===== src/rtl/cell4_vector_driver_pkg.sv =====
`default_nettype none
// ============================================================================
// Module      : cell4_pkg
// Description : Shared types and constants for the 4-input cell vector driver:
//               FSM state encoding, vector width and common truth tables.
// Revision    : 1.0 - initial release
// ============================================================================
package cell4_pkg;

    localparam int VEC_W = 4;
    localparam int ERR_W = 5;

    // Expected ZN indexed by {A1,A2,A3,A4}
    localparam logic [15:0] TRUTH_NOR4  = 16'h0001;
    localparam logic [15:0] TRUTH_NAND4 = 16'h7FFF;
    localparam logic [15:0] TRUTH_AND4  = 16'h8000;
    localparam logic [15:0] TRUTH_OR4   = 16'hFFFE;

    typedef enum logic [1:0] {
        IDLE  = 2'd0,
        DRIVE = 2'd1,
        HOLD  = 2'd2,
        DONE  = 2'd3
    } state_t;

endpackage
`default_nettype wire


===== src/rtl/cell4_vector_driver_if.sv =====
`default_nettype none
// ============================================================================
// Module      : cell4_vector_driver_if
// Description : Bundle between the vector driver, the cell under test and the
//               bench: start request, cell stimulus/response and run results.
// Revision    : 1.0 - initial release
// ============================================================================
interface cell4_vector_driver_if;
    import cell4_pkg::*;

    logic             start;
    logic             ZN;
    logic             A1;
    logic             A2;
    logic             A3;
    logic             A4;
    logic             busy;
    logic             done;
    logic             pass;
    logic             sample_valid;
    logic [VEC_W-1:0] sample_vec;
    logic             sample_zn;
    logic [ERR_W-1:0] err_count;
    logic             fail_seen;
    logic [VEC_W-1:0] first_fail;

    // Driver side
    modport master (
        input  start, ZN,
        output A1, A2, A3, A4, busy, done, pass, sample_valid, sample_vec,
               sample_zn, err_count, fail_seen, first_fail
    );

    // Bench / cell side
    modport slave (
        output start, ZN,
        input  A1, A2, A3, A4, busy, done, pass, sample_valid, sample_vec,
               sample_zn, err_count, fail_seen, first_fail
    );

endinterface
`default_nettype wire


===== src/rtl/cell4_vector_driver_resp_checker.sv =====
`default_nettype none
// ============================================================================
// Module      : cell4_resp_checker
// Description : Compares the sampled ZN against the truth table, keeps the
//               saturating mismatch count, captures the first failing vector
//               and registers the per-sample trace outputs.
// Revision    : 1.0 - initial release
// ============================================================================
module cell4_resp_checker
    import cell4_pkg::*;
#(
    parameter logic [15:0] TRUTH = TRUTH_NOR4
) (
    input  logic             clk,
    input  logic             rst_n,
    input  logic             clear,
    input  logic             sample_en,
    input  logic [VEC_W-1:0] vec,
    input  logic             zn,
    output logic             sample_valid,
    output logic [VEC_W-1:0] sample_vec,
    output logic             sample_zn,
    output logic [ERR_W-1:0] err_count,
    output logic             fail_seen,
    output logic [VEC_W-1:0] first_fail,
    output logic             run_clean
);

    localparam logic [ERR_W-1:0] c_ERR_MAX = 5'd16;

    logic             r_sample_valid;
    logic [VEC_W-1:0] r_sample_vec;
    logic             r_sample_zn;
    logic [ERR_W-1:0] r_err_count;
    logic             r_fail_seen;
    logic [VEC_W-1:0] r_first_fail;

    logic             w_mismatch;
    logic [ERR_W-1:0] w_err_nxt;

    // Case inequality so an X or Z response is scored as a failure; the
    // mismatch is not gated by sample_en, which keeps run_clean free of any
    // combinational path back into the controller.
    always_comb begin
        w_mismatch = (zn !== TRUTH[vec]);
        w_err_nxt  = r_err_count;
        if (w_mismatch && (r_err_count != c_ERR_MAX)) begin
            w_err_nxt = r_err_count + 5'd1;
        end
        run_clean  = (r_err_count == '0) && !w_mismatch;
    end

    // Sample trace, error count and first-fail capture
    always_ff @(posedge clk or negedge rst_n) begin
        if (!rst_n) begin
            r_sample_valid <= 1'b0;
            r_sample_vec   <= '0;
            r_sample_zn    <= 1'b0;
            r_err_count    <= '0;
            r_fail_seen    <= 1'b0;
            r_first_fail   <= '0;
        end else begin
            r_sample_valid <= sample_en;
            if (clear) begin
                r_sample_vec <= '0;
                r_sample_zn  <= 1'b0;
                r_err_count  <= '0;
                r_fail_seen  <= 1'b0;
                r_first_fail <= '0;
            end else if (sample_en) begin
                r_sample_vec <= vec;
                r_sample_zn  <= zn;
                r_err_count  <= w_err_nxt;
                if (w_mismatch && !r_fail_seen) begin
                    r_fail_seen  <= 1'b1;
                    r_first_fail <= vec;
                end
            end
        end
    end

    assign sample_valid = r_sample_valid;
    assign sample_vec   = r_sample_vec;
    assign sample_zn    = r_sample_zn;
    assign err_count    = r_err_count;
    assign fail_seen    = r_fail_seen;
    assign first_fail   = r_first_fail;

endmodule
`default_nettype wire


===== src/rtl/cell4_vector_driver.sv =====
`default_nettype none
// ============================================================================
// Module      : cell4_vector_driver
// Description : Walks all 16 input combinations of a 4-input cell in binary
//               order, holds each for a settle window, samples ZN and scores
//               it against a truth table.
// Revision    : 1.0 - initial release
// ============================================================================
module cell4_vector_driver
    import cell4_pkg::*;
#(
    parameter int          SETTLE = 10,
    parameter int          GAP    = 5,
    parameter logic [15:0] TRUTH  = TRUTH_NOR4
) (
    input  logic                    clk,
    input  logic                    rst_n,
    cell4_vector_driver_if.master   bus
);

    // Counter must hold whichever of the settle or gap reload is larger
    localparam int c_CNT_MAX = (SETTLE > GAP) ? SETTLE : GAP;
    localparam int c_CNT_W   = (c_CNT_MAX < 2) ? 1 : $clog2(c_CNT_MAX + 1);

    localparam logic [c_CNT_W-1:0] c_SETTLE_LD = c_CNT_W'(SETTLE);
    localparam logic [c_CNT_W-1:0] c_GAP_LD    = c_CNT_W'(GAP);
    localparam logic [c_CNT_W-1:0] c_CNT_ONE   = c_CNT_W'(1);
    localparam logic [VEC_W-1:0]   c_VEC_LAST  = 4'hF;

    state_t             r_state;
    logic [VEC_W-1:0]   r_vec;
    logic [c_CNT_W-1:0] r_cnt;
    logic               r_busy;
    logic               r_done;
    logic               r_pass;

    state_t             w_state_nxt;
    logic [VEC_W-1:0]   w_vec_nxt;
    logic [c_CNT_W-1:0] w_cnt_nxt;
    logic               w_busy_nxt;
    logic               w_done_nxt;
    logic               w_pass_nxt;
    logic               w_sample_en;
    logic               w_clear;
    logic               w_run_clean;

    // State and datapath registers
    always_ff @(posedge clk or negedge rst_n) begin
        if (!rst_n) begin
            r_state <= IDLE;
            r_vec   <= '0;
            r_cnt   <= '0;
            r_busy  <= 1'b0;
            r_done  <= 1'b0;
            r_pass  <= 1'b0;
        end else begin
            r_state <= w_state_nxt;
            r_vec   <= w_vec_nxt;
            r_cnt   <= w_cnt_nxt;
            r_busy  <= w_busy_nxt;
            r_done  <= w_done_nxt;
            r_pass  <= w_pass_nxt;
        end
    end

    // Next-state logic: a count of 1 marks the last cycle of a settle or gap
    always_comb begin
        w_state_nxt = r_state;
        w_vec_nxt   = r_vec;
        w_cnt_nxt   = r_cnt;
        w_busy_nxt  = r_busy;
        w_done_nxt  = r_done;
        w_pass_nxt  = r_pass;
        w_sample_en = 1'b0;
        w_clear     = 1'b0;

        case (r_state)
            IDLE, DONE: begin
                if (bus.start) begin
                    w_state_nxt = DRIVE;
                    w_vec_nxt   = '0;
                    w_cnt_nxt   = c_SETTLE_LD;
                    w_clear     = 1'b1;
                    w_busy_nxt  = 1'b1;
                    w_done_nxt  = 1'b0;
                    w_pass_nxt  = 1'b0;
                end
            end
            DRIVE: begin
                if (r_cnt == c_CNT_ONE) begin
                    w_sample_en = 1'b1;
                    if (r_vec == c_VEC_LAST) begin
                        w_state_nxt = DONE;
                        w_busy_nxt  = 1'b0;
                        w_done_nxt  = 1'b1;
                        w_pass_nxt  = w_run_clean;
                    end else if (GAP > 0) begin
                        w_state_nxt = HOLD;
                        w_cnt_nxt   = c_GAP_LD;
                    end else begin
                        w_vec_nxt   = r_vec + 4'd1;
                        w_cnt_nxt   = c_SETTLE_LD;
                    end
                end else begin
                    w_cnt_nxt = r_cnt - c_CNT_ONE;
                end
            end
            HOLD: begin
                if (r_cnt == c_CNT_ONE) begin
                    w_state_nxt = DRIVE;
                    w_vec_nxt   = r_vec + 4'd1;
                    w_cnt_nxt   = c_SETTLE_LD;
                end else begin
                    w_cnt_nxt = r_cnt - c_CNT_ONE;
                end
            end
            default: begin
                w_state_nxt = IDLE;
            end
        endcase
    end

    cell4_resp_checker #(
        .TRUTH (TRUTH)
    ) u_checker (
        .clk          (clk),
        .rst_n        (rst_n),
        .clear        (w_clear),
        .sample_en    (w_sample_en),
        .vec          (r_vec),
        .zn           (bus.ZN),
        .sample_valid (bus.sample_valid),
        .sample_vec   (bus.sample_vec),
        .sample_zn    (bus.sample_zn),
        .err_count    (bus.err_count),
        .fail_seen    (bus.fail_seen),
        .first_fail   (bus.first_fail),
        .run_clean    (w_run_clean)
    );

    // A1 is the MSB of the vector index
    assign bus.A1   = r_vec[3];
    assign bus.A2   = r_vec[2];
    assign bus.A3   = r_vec[1];
    assign bus.A4   = r_vec[0];
    assign bus.busy = r_busy;
    assign bus.done = r_done;
    assign bus.pass = r_pass;

endmodule
`default_nettype wire

===== src/flat_wrapper.sv =====
// flat-port wrapper written by rule: the top's interface ports become plain ports
module cell4_vector_driver_flat import cell4_pkg::*;
#(
    parameter int          SETTLE = 10,
    parameter int          GAP    = 5,
    parameter logic [15:0] TRUTH  = TRUTH_NOR4
)
  (clk, rst_n, bus_start, bus_ZN, bus_A1, bus_A2, bus_A3, bus_A4, bus_busy, bus_done, bus_pass, bus_sample_valid, bus_sample_vec, bus_sample_zn, bus_err_count, bus_fail_seen, bus_first_fail);
  cell4_vector_driver_if bus_i ();
  input  logic clk;
  input  logic rst_n;
  input wire logic [$bits(bus_i.start)-1:0] bus_start;
  input wire logic [$bits(bus_i.ZN)-1:0] bus_ZN;
  output wire logic [$bits(bus_i.A1)-1:0] bus_A1;
  output wire logic [$bits(bus_i.A2)-1:0] bus_A2;
  output wire logic [$bits(bus_i.A3)-1:0] bus_A3;
  output wire logic [$bits(bus_i.A4)-1:0] bus_A4;
  output wire logic [$bits(bus_i.busy)-1:0] bus_busy;
  output wire logic [$bits(bus_i.done)-1:0] bus_done;
  output wire logic [$bits(bus_i.pass)-1:0] bus_pass;
  output wire logic [$bits(bus_i.sample_valid)-1:0] bus_sample_valid;
  output wire logic [$bits(bus_i.sample_vec)-1:0] bus_sample_vec;
  output wire logic [$bits(bus_i.sample_zn)-1:0] bus_sample_zn;
  output wire logic [$bits(bus_i.err_count)-1:0] bus_err_count;
  output wire logic [$bits(bus_i.fail_seen)-1:0] bus_fail_seen;
  output wire logic [$bits(bus_i.first_fail)-1:0] bus_first_fail;
  assign bus_i.start = bus_start;
  assign bus_i.ZN = bus_ZN;
  assign bus_A1 = bus_i.A1;
  assign bus_A2 = bus_i.A2;
  assign bus_A3 = bus_i.A3;
  assign bus_A4 = bus_i.A4;
  assign bus_busy = bus_i.busy;
  assign bus_done = bus_i.done;
  assign bus_pass = bus_i.pass;
  assign bus_sample_valid = bus_i.sample_valid;
  assign bus_sample_vec = bus_i.sample_vec;
  assign bus_sample_zn = bus_i.sample_zn;
  assign bus_err_count = bus_i.err_count;
  assign bus_fail_seen = bus_i.fail_seen;
  assign bus_first_fail = bus_i.first_fail;
  cell4_vector_driver #(.SETTLE(SETTLE), .GAP(GAP), .TRUTH(TRUTH)) u_core (.clk(clk), .rst_n(rst_n), .bus(bus_i));
endmodule

===== config.mk =====
export PLATFORM = sky130hd
export DESIGN_NAME = cell4_vector_driver_flat
export DESIGN_NICKNAME = d
export VERILOG_FILES = /design/src/rtl/cell4_vector_driver_pkg.sv /design/src/rtl/cell4_vector_driver_if.sv /design/src/rtl/cell4_vector_driver_resp_checker.sv /design/src/rtl/cell4_vector_driver.sv /design/src/flat_wrapper.sv
export SDC_FILE = /design/constraint.sdc
export NUM_CORES = 1
export LEC_CHECK = 0
export ABC_AREA = 1
export ABC_CLOCK_PERIOD_IN_PS = 1700
export CAP_MARGIN = 20
export CORE_ASPECT_RATIO = 0.8
export CORE_MARGIN = 1
export CORE_UTILIZATION = 40
export DETAILED_ROUTE_END_ITERATION = 10
export HOLD_SLACK_MARGIN = 0.03
export SKIP_LAST_GASP = 1
export SLEW_MARGIN = 20
export SYNTH_ARGS = -nofsm -noshare
export SYNTH_HDL_FRONTEND = slang
export SYNTH_SLANG_ARGS = --single-unit

===== constraint.sdc =====
create_clock -name clk -period 1.7 [get_ports clk]
set_clock_uncertainty 0.2 [all_clocks]
set_input_delay 0.34 -clock clk [delete_from_list [all_inputs] [get_ports clk]]
set_output_delay 0.34 -clock clk [all_outputs]
set_load 0.005 [all_outputs]

# Word-level counts from Yosys, hierarchy flattened
# Memories as Yosys holds them, arrays and structs flattened.
# Cells that the tools add are included.
[word_totals]
romBits = 16
word_cells = 90
memories = 1
register_bits = 29
[classes]
add_sub_neg = 3
reduce_logical = 18
n_eq_ne = 12
bitwise = 1
mux = 42
magnitude_cmp = 1
[mem_list]
columns = ["memory", "words", "word_bits", "read_ports", "rd_ports_with_merged_regs", "wr", "line", "rtl"]
rows = [
  ["(name not given)", 16, 1, 1, 0, 0, "cell4_vector_driver_resp_checker.sv:45", "w_mismatch = (zn !== TRUTH[vec]);"],
]
[ops]
columns = ["operator", "count"]
rows = [
  ["$mux 4", 11],
  ["$mux 1", 19],
  ["$mux 5", 3],
  ["$pmux 4 s3", 1],
  ["$pmux 4 s2", 1],
  ["$reduce_bool 2->1", 4],
  ["$mux 2", 3],
  ["$ne 2x1->1 const B", 3],
  ["$pmux 1 s2", 3],
  ["$pmux 2 s3", 1],
  ["$reduce_and 2->1", 3],
  ["$reduce_and 3->1", 2],
  ["$add 5x1->5 const B", 1],
  ["$logic_not 5->1", 1],
  ["$lt 4x5->1 const B", 1],
  ["$ne 5x5->1 const B", 1],
  ["$add 4x1->4 const B", 1],
  ["$eq 2x2->1 const B", 2],
  ["$eq 4x1->1 const B", 1],
  ["$eq 4x4->1 const B", 1],
  ["$reduce_and 4->1", 1],
  ["$sub 4x1->4 const B", 1],
  ["$logic_and 1x1->1", 3],
  ["$ne 3x3->1 const B", 1],
  ["7 further kinds", 8],
]

# Depth between registers and ports, before layout
[logic_depth]
word_depth = 8
mapped_depth = 10
mapped_depth_nobuf = 10

# By module
# From an unflattened synthesis, not the netlist that was laid out.
[unflattened]
cells_unflattened = 218
hier_area_um2 = 1760.4
[by_module_without_submodules]
columns = ["module", "n_inst", "cells_per_inst", "area_each_um2"]
rows = [
  ["cell4_resp_checker", 1, 101, 887.1],
  ["cell4_vector_driver", 1, 117, 873.3],
]

# Worst setup path before layout
# No wires, ideal clock.
[synth_timing]
path_type = "flip-flop to flip-flop"
start = "reg u_core.r_state[0]"
end = "reg u_core.u_checker.r_err_count[3] (netlist: u_core.u_checker.err_count[3])"
period_less_slack_ns = 1.605
t_arrival_ns = 1.339
setup_time_ns = 0.066
path_stages_with_launch = 8
slack_ns = 0.095
path_buffers = 2
cell_sequence = "dfrtp_1 inv_1 ha_1 nand2_1 buf_2 buf_2 nand3_1 nand2_1"
[synth_via]
elab_chain_len = 5
[synth_lines]
columns = ["element", "line", "rtl"]
rows = [
  ["start, declared", "cell4_vector_driver.sv:30", "state_t r_state;"],
  ["start signal, assigned", "cell4_vector_driver.sv:57", "r_state <= w_state_nxt;"],
  ["$eq 2x2->1 or $logic_not 2->1 (tied branches)", "cell4_vector_driver.sv:77", "case (r_state)"],
  ["$reduce_or 2->1", "cell4_vector_driver.sv:77", ""],
  ["$mux 1", "cell4_vector_driver.sv:77", ""],
  ["$reduce_bool 2->1 (no line)", "-", ""],
  ["$reduce_and 2->1 (no line)", "-", ""],
  ["end signal, assigned", "cell4_vector_driver_resp_checker.sv:73", "r_err_count <= w_err_nxt;"],
  ["end, declared", "cell4_vector_driver_resp_checker.sv:34", "logic [ERR_W-1:0] r_err_count;"],
]
# Several ways; a longest one is shown, not always the timed one.
# A chain may end at the register's enable or synchronous reset.

# Worst setup path after layout
[layout_timing]
start = "reg u_core.r_vec[1]"
end = "reg u_core.u_checker.r_err_count[3] (netlist: u_core.u_checker.err_count[3])"
[layout_via]
elab_chain_len = 6
[layout_lines]
columns = ["element", "line", "rtl"]
rows = [
  ["start, declared", "cell4_vector_driver.sv:31", "logic [VEC_W-1:0] r_vec;"],
  ["start signal, assigned", "cell4_vector_driver.sv:58", "r_vec <= w_vec_nxt;"],
  ["$mem_v2 16x1", "-", ""],
  ["$mux 1 (implied by the code)", "cell4_vector_driver_resp_checker.sv:45", ""],
  ["$nex 1x1->1", "cell4_vector_driver_resp_checker.sv:45", ""],
  ["$logic_and 1x1->1", "cell4_vector_driver_resp_checker.sv:47", "if (w_mismatch && (r_err_count != c_ERR_MAX)) begin"],
  ["$reduce_bool 2->1 (no line)", "-", ""],
  ["$reduce_and 2->1 (no line)", "-", ""],
]
# Every way passes these cells. The select of a mux whose other input is x is not followed.

==> impl_results.md <==
- Nets@finish: 284
- Unrepaired setup endpoints after global routing: yes
- Largest net degree at the start of global routing: 30
- Routed Antenna Nets: 0
- Clock sink total: 29
- Final min period: 1.66 ns
- Clock Latency Late Sink: 0.28 ns
- Port Buffers: 26
- Die width: 73.7 um
- H-tree Lvls: 2
- Reg area: 726 um^2
- Power Density: 1470 nW/um^2
- Total gr overflow: 0
- Final core occ: 64.1%
- Multi-input gate area: 890 um^2
- Worst slack after detailed placement: -0.0766 ns
- Met3 WL: 156 um
- Clk buf depth: 2
- Worst IR Drop VDD: 0.599 mV
- Number of buffers created by CTS: 5
- Post-DP HPWL: 2710 um
- Outcome: completed
- Row cnt: 20
- Synth warn: 0
- Max-capacitance violation count: 0
- Post-Syn Area: 1640 um^2
- First-pass GRT wire length: 6600 um
- Crit end category: flop
- Worst Path Required: 1.67 ns
- Layout cells sized above 1: 27.5%
- Final setup fails: 0
- Sequential-to-total area share from yosys stat: 44.1%
- Critical path arrival: 1.63 ns
- Die area: 4370 um^2
- Drt pass-1 iters: 4
- DRC: 0
- Setup CP Type: reg2reg
- Reg clk slew, reported paths: 0.07 ns
- Synth Flop Type: dfrtp_1
- Critical Path Source Type: flop
- Vias/cell: 4.78
- Area leader, netlist: dfrtp_1
- Leading cell types by count after synthesis: nand2_1 (60), dfrtp_1 (29), inv_1 (23)
- HP Class: in2async
- Die H: 59.3 um
- CTS Hold Bufs: 0
- Most common cell in the netlist: nand2_1
- Max Slew Vio Count: 0
- Max_slew headroom: 86.4%
- GPL Wtd Cong: 0.829
- Metal2 WL: 1810 um
- Initial antenna violation count: 0
- P_leak: 0.00150 uW
- Routed wire length: 4080 um
- Fin crit share: 97.8%
- Crit-path max FO: 6
- Clock root buffer: clkbuf_8
- Yosys top cell area share: 44.1%
- Inserted Diodes: 0
- Final setup margin: 0.0374 ns
- Routed met1 length: 2050 um
- Initial Util: 42.4%
- Max Used Layer: met4
- Dpl cell area: 2130 um^2
- Fmax: 601 MHz
- Io pins: 27
- #FFs+latches synth: 29
- Syn Inst Count: 207
- Distinct cells, synth: 22
- Vias in the first global route: 1450
- Routed WL per cell: 12.4 um
- FILL cells: 333
- Post-synth ARST share: 100%
- DR iter-0 viols: 106
- Vias: 1568
- Number of flops mapped to enable cells by yosys: 0
- Core Area: 3880 um^2
- Hold Fails Final Rpt: 0
- Area delta synth->final: 51.3%
- Placed insts: 307
- Fin area: 2490 um^2
- Ranking of synthesized cells by area: dfrtp_1 (44%), nand2_1 (14%), nand3_1 (6.7%)
- Post-Syn Nets: 219
- Mean Syn Cell Area: 7.94 um^2
- Worst slew pin tran: 0.203 ns
- Non-Filler Instances: 328
- TritonCTS clock tree: built
- GRT Total Usage: 20.2%
timing repair:
action                     CTS  global route
buffers inserted             8             5
resized for setup            4            41
pin swaps                    0             8
setup endpoints to repair   10            42
final timing paths:
| kind | from | end | slack [ns] | cells after the start |
|---|---|---|---|---|
| setup / recovery | u_core.r_vec[1] | u_core.u_checker.err_count[3] | 0.04 | 9 |
| hold / removal | rst_n | u_core.u_checker.err_count[3] | 0.22 | 2 |
| setup reg to reg | u_core.r_vec[1] | u_core.u_checker.err_count[3] | 0.04 | 9 |
| hold reg to reg | u_core.bus.done | u_core.bus.done | 0.28 | 2 |
| max in group asynchronous | rst_n | u_core.r_cnt[0] | 0.92 | 2 |
| min in group clk | u_core.bus.done | u_core.bus.done | 0.28 | 2 |
routing by layer:
layer / track usage [%] / up-vias
li1: - / 806
met1: 28.8 / 721
met2: 30.8 / 34
met3: 4.25 / 7
met4: 6.87 / 0
met5: 0 / -
state kept, by name (all words and copies together), names as in the netlist, 2 cells and up:
signal and cells:
u_core.u_checker.sample_vec 4, u_core.u_checker.first_fail 4, u_core.r_cnt 4, u_core.u_checker.err_count 5, u_core.r_vec 4, u_core.r_state 2
through the flow:
step                hold WS [ns]  setup TNS (ns)  power [uW]
floorplan                 -0.156               0        1910
global placement           0.272          -0.256        2570
detailed placement         0.274          -0.430        2560
CTS                        0.223               0        3360
global route               0.229          -0.473        3960
finish                     0.218               0        3670
cell usage in the layout (no fill, tap or decap), types with 3 or more instances in the layout:
master,instances
nand2_1,53
buf_4,36
dfrtp_1,29
nand3_1,20
inv_1,19
nor2_1,14
nand4_1,14
dlymetal6s2s_1,14
o21ai_0,11
clkdlybuf4s50_1,9
inv_2,6
nand2_2,6
clkbuf_8,6
nand3_2,3
a21oi_1,3
ha_1,3
ha_4,3
dlygate4sd2_1,3
logic make-up after synthesis:
logic type,share of synthesized area [%]
buf+inv,8.30
simple gates,33.9
xor+xnor,1.07
flops,44.1
fa+ha+maj,6.09
compound gates,6.54
report_power, final:
| part | internal, uW | total (uW) | switching [uW] | leakage (uW) |
|---|---|---|---|---|
| Clock | 477 | 743 | 266 | 0.0000585 |
| Combinational | 934 | 2000 | 1060 | 0.00105 |
| Sequential | 835 | 927 | 92.5 | 0.000390 |
| Total | 2250 | 3670 | 1420 | 0.00150 |
critical path, cell delays in order, from the launching register on:
cell     delay [ns]
dfrtp_1        0.38
buf_4          0.14
inv_1          0.09
ha_2           0.20
nand3_1        0.11
nand2_2        0.12
buf_6          0.13
nand2_4        0.06
nand3_1        0.08
nand2_1        0.05
area by class of cell:
cell class	instances	area share [%]
well taps	55	2.77
multi-input cells	147	35.8
clock inverters	1	1.21
flip-flops and latches	29	29.2
repair buffers	64	23.8
clock buffers	7	3.47
inverters	25	3.77
(Power assumes the default switching activity.)
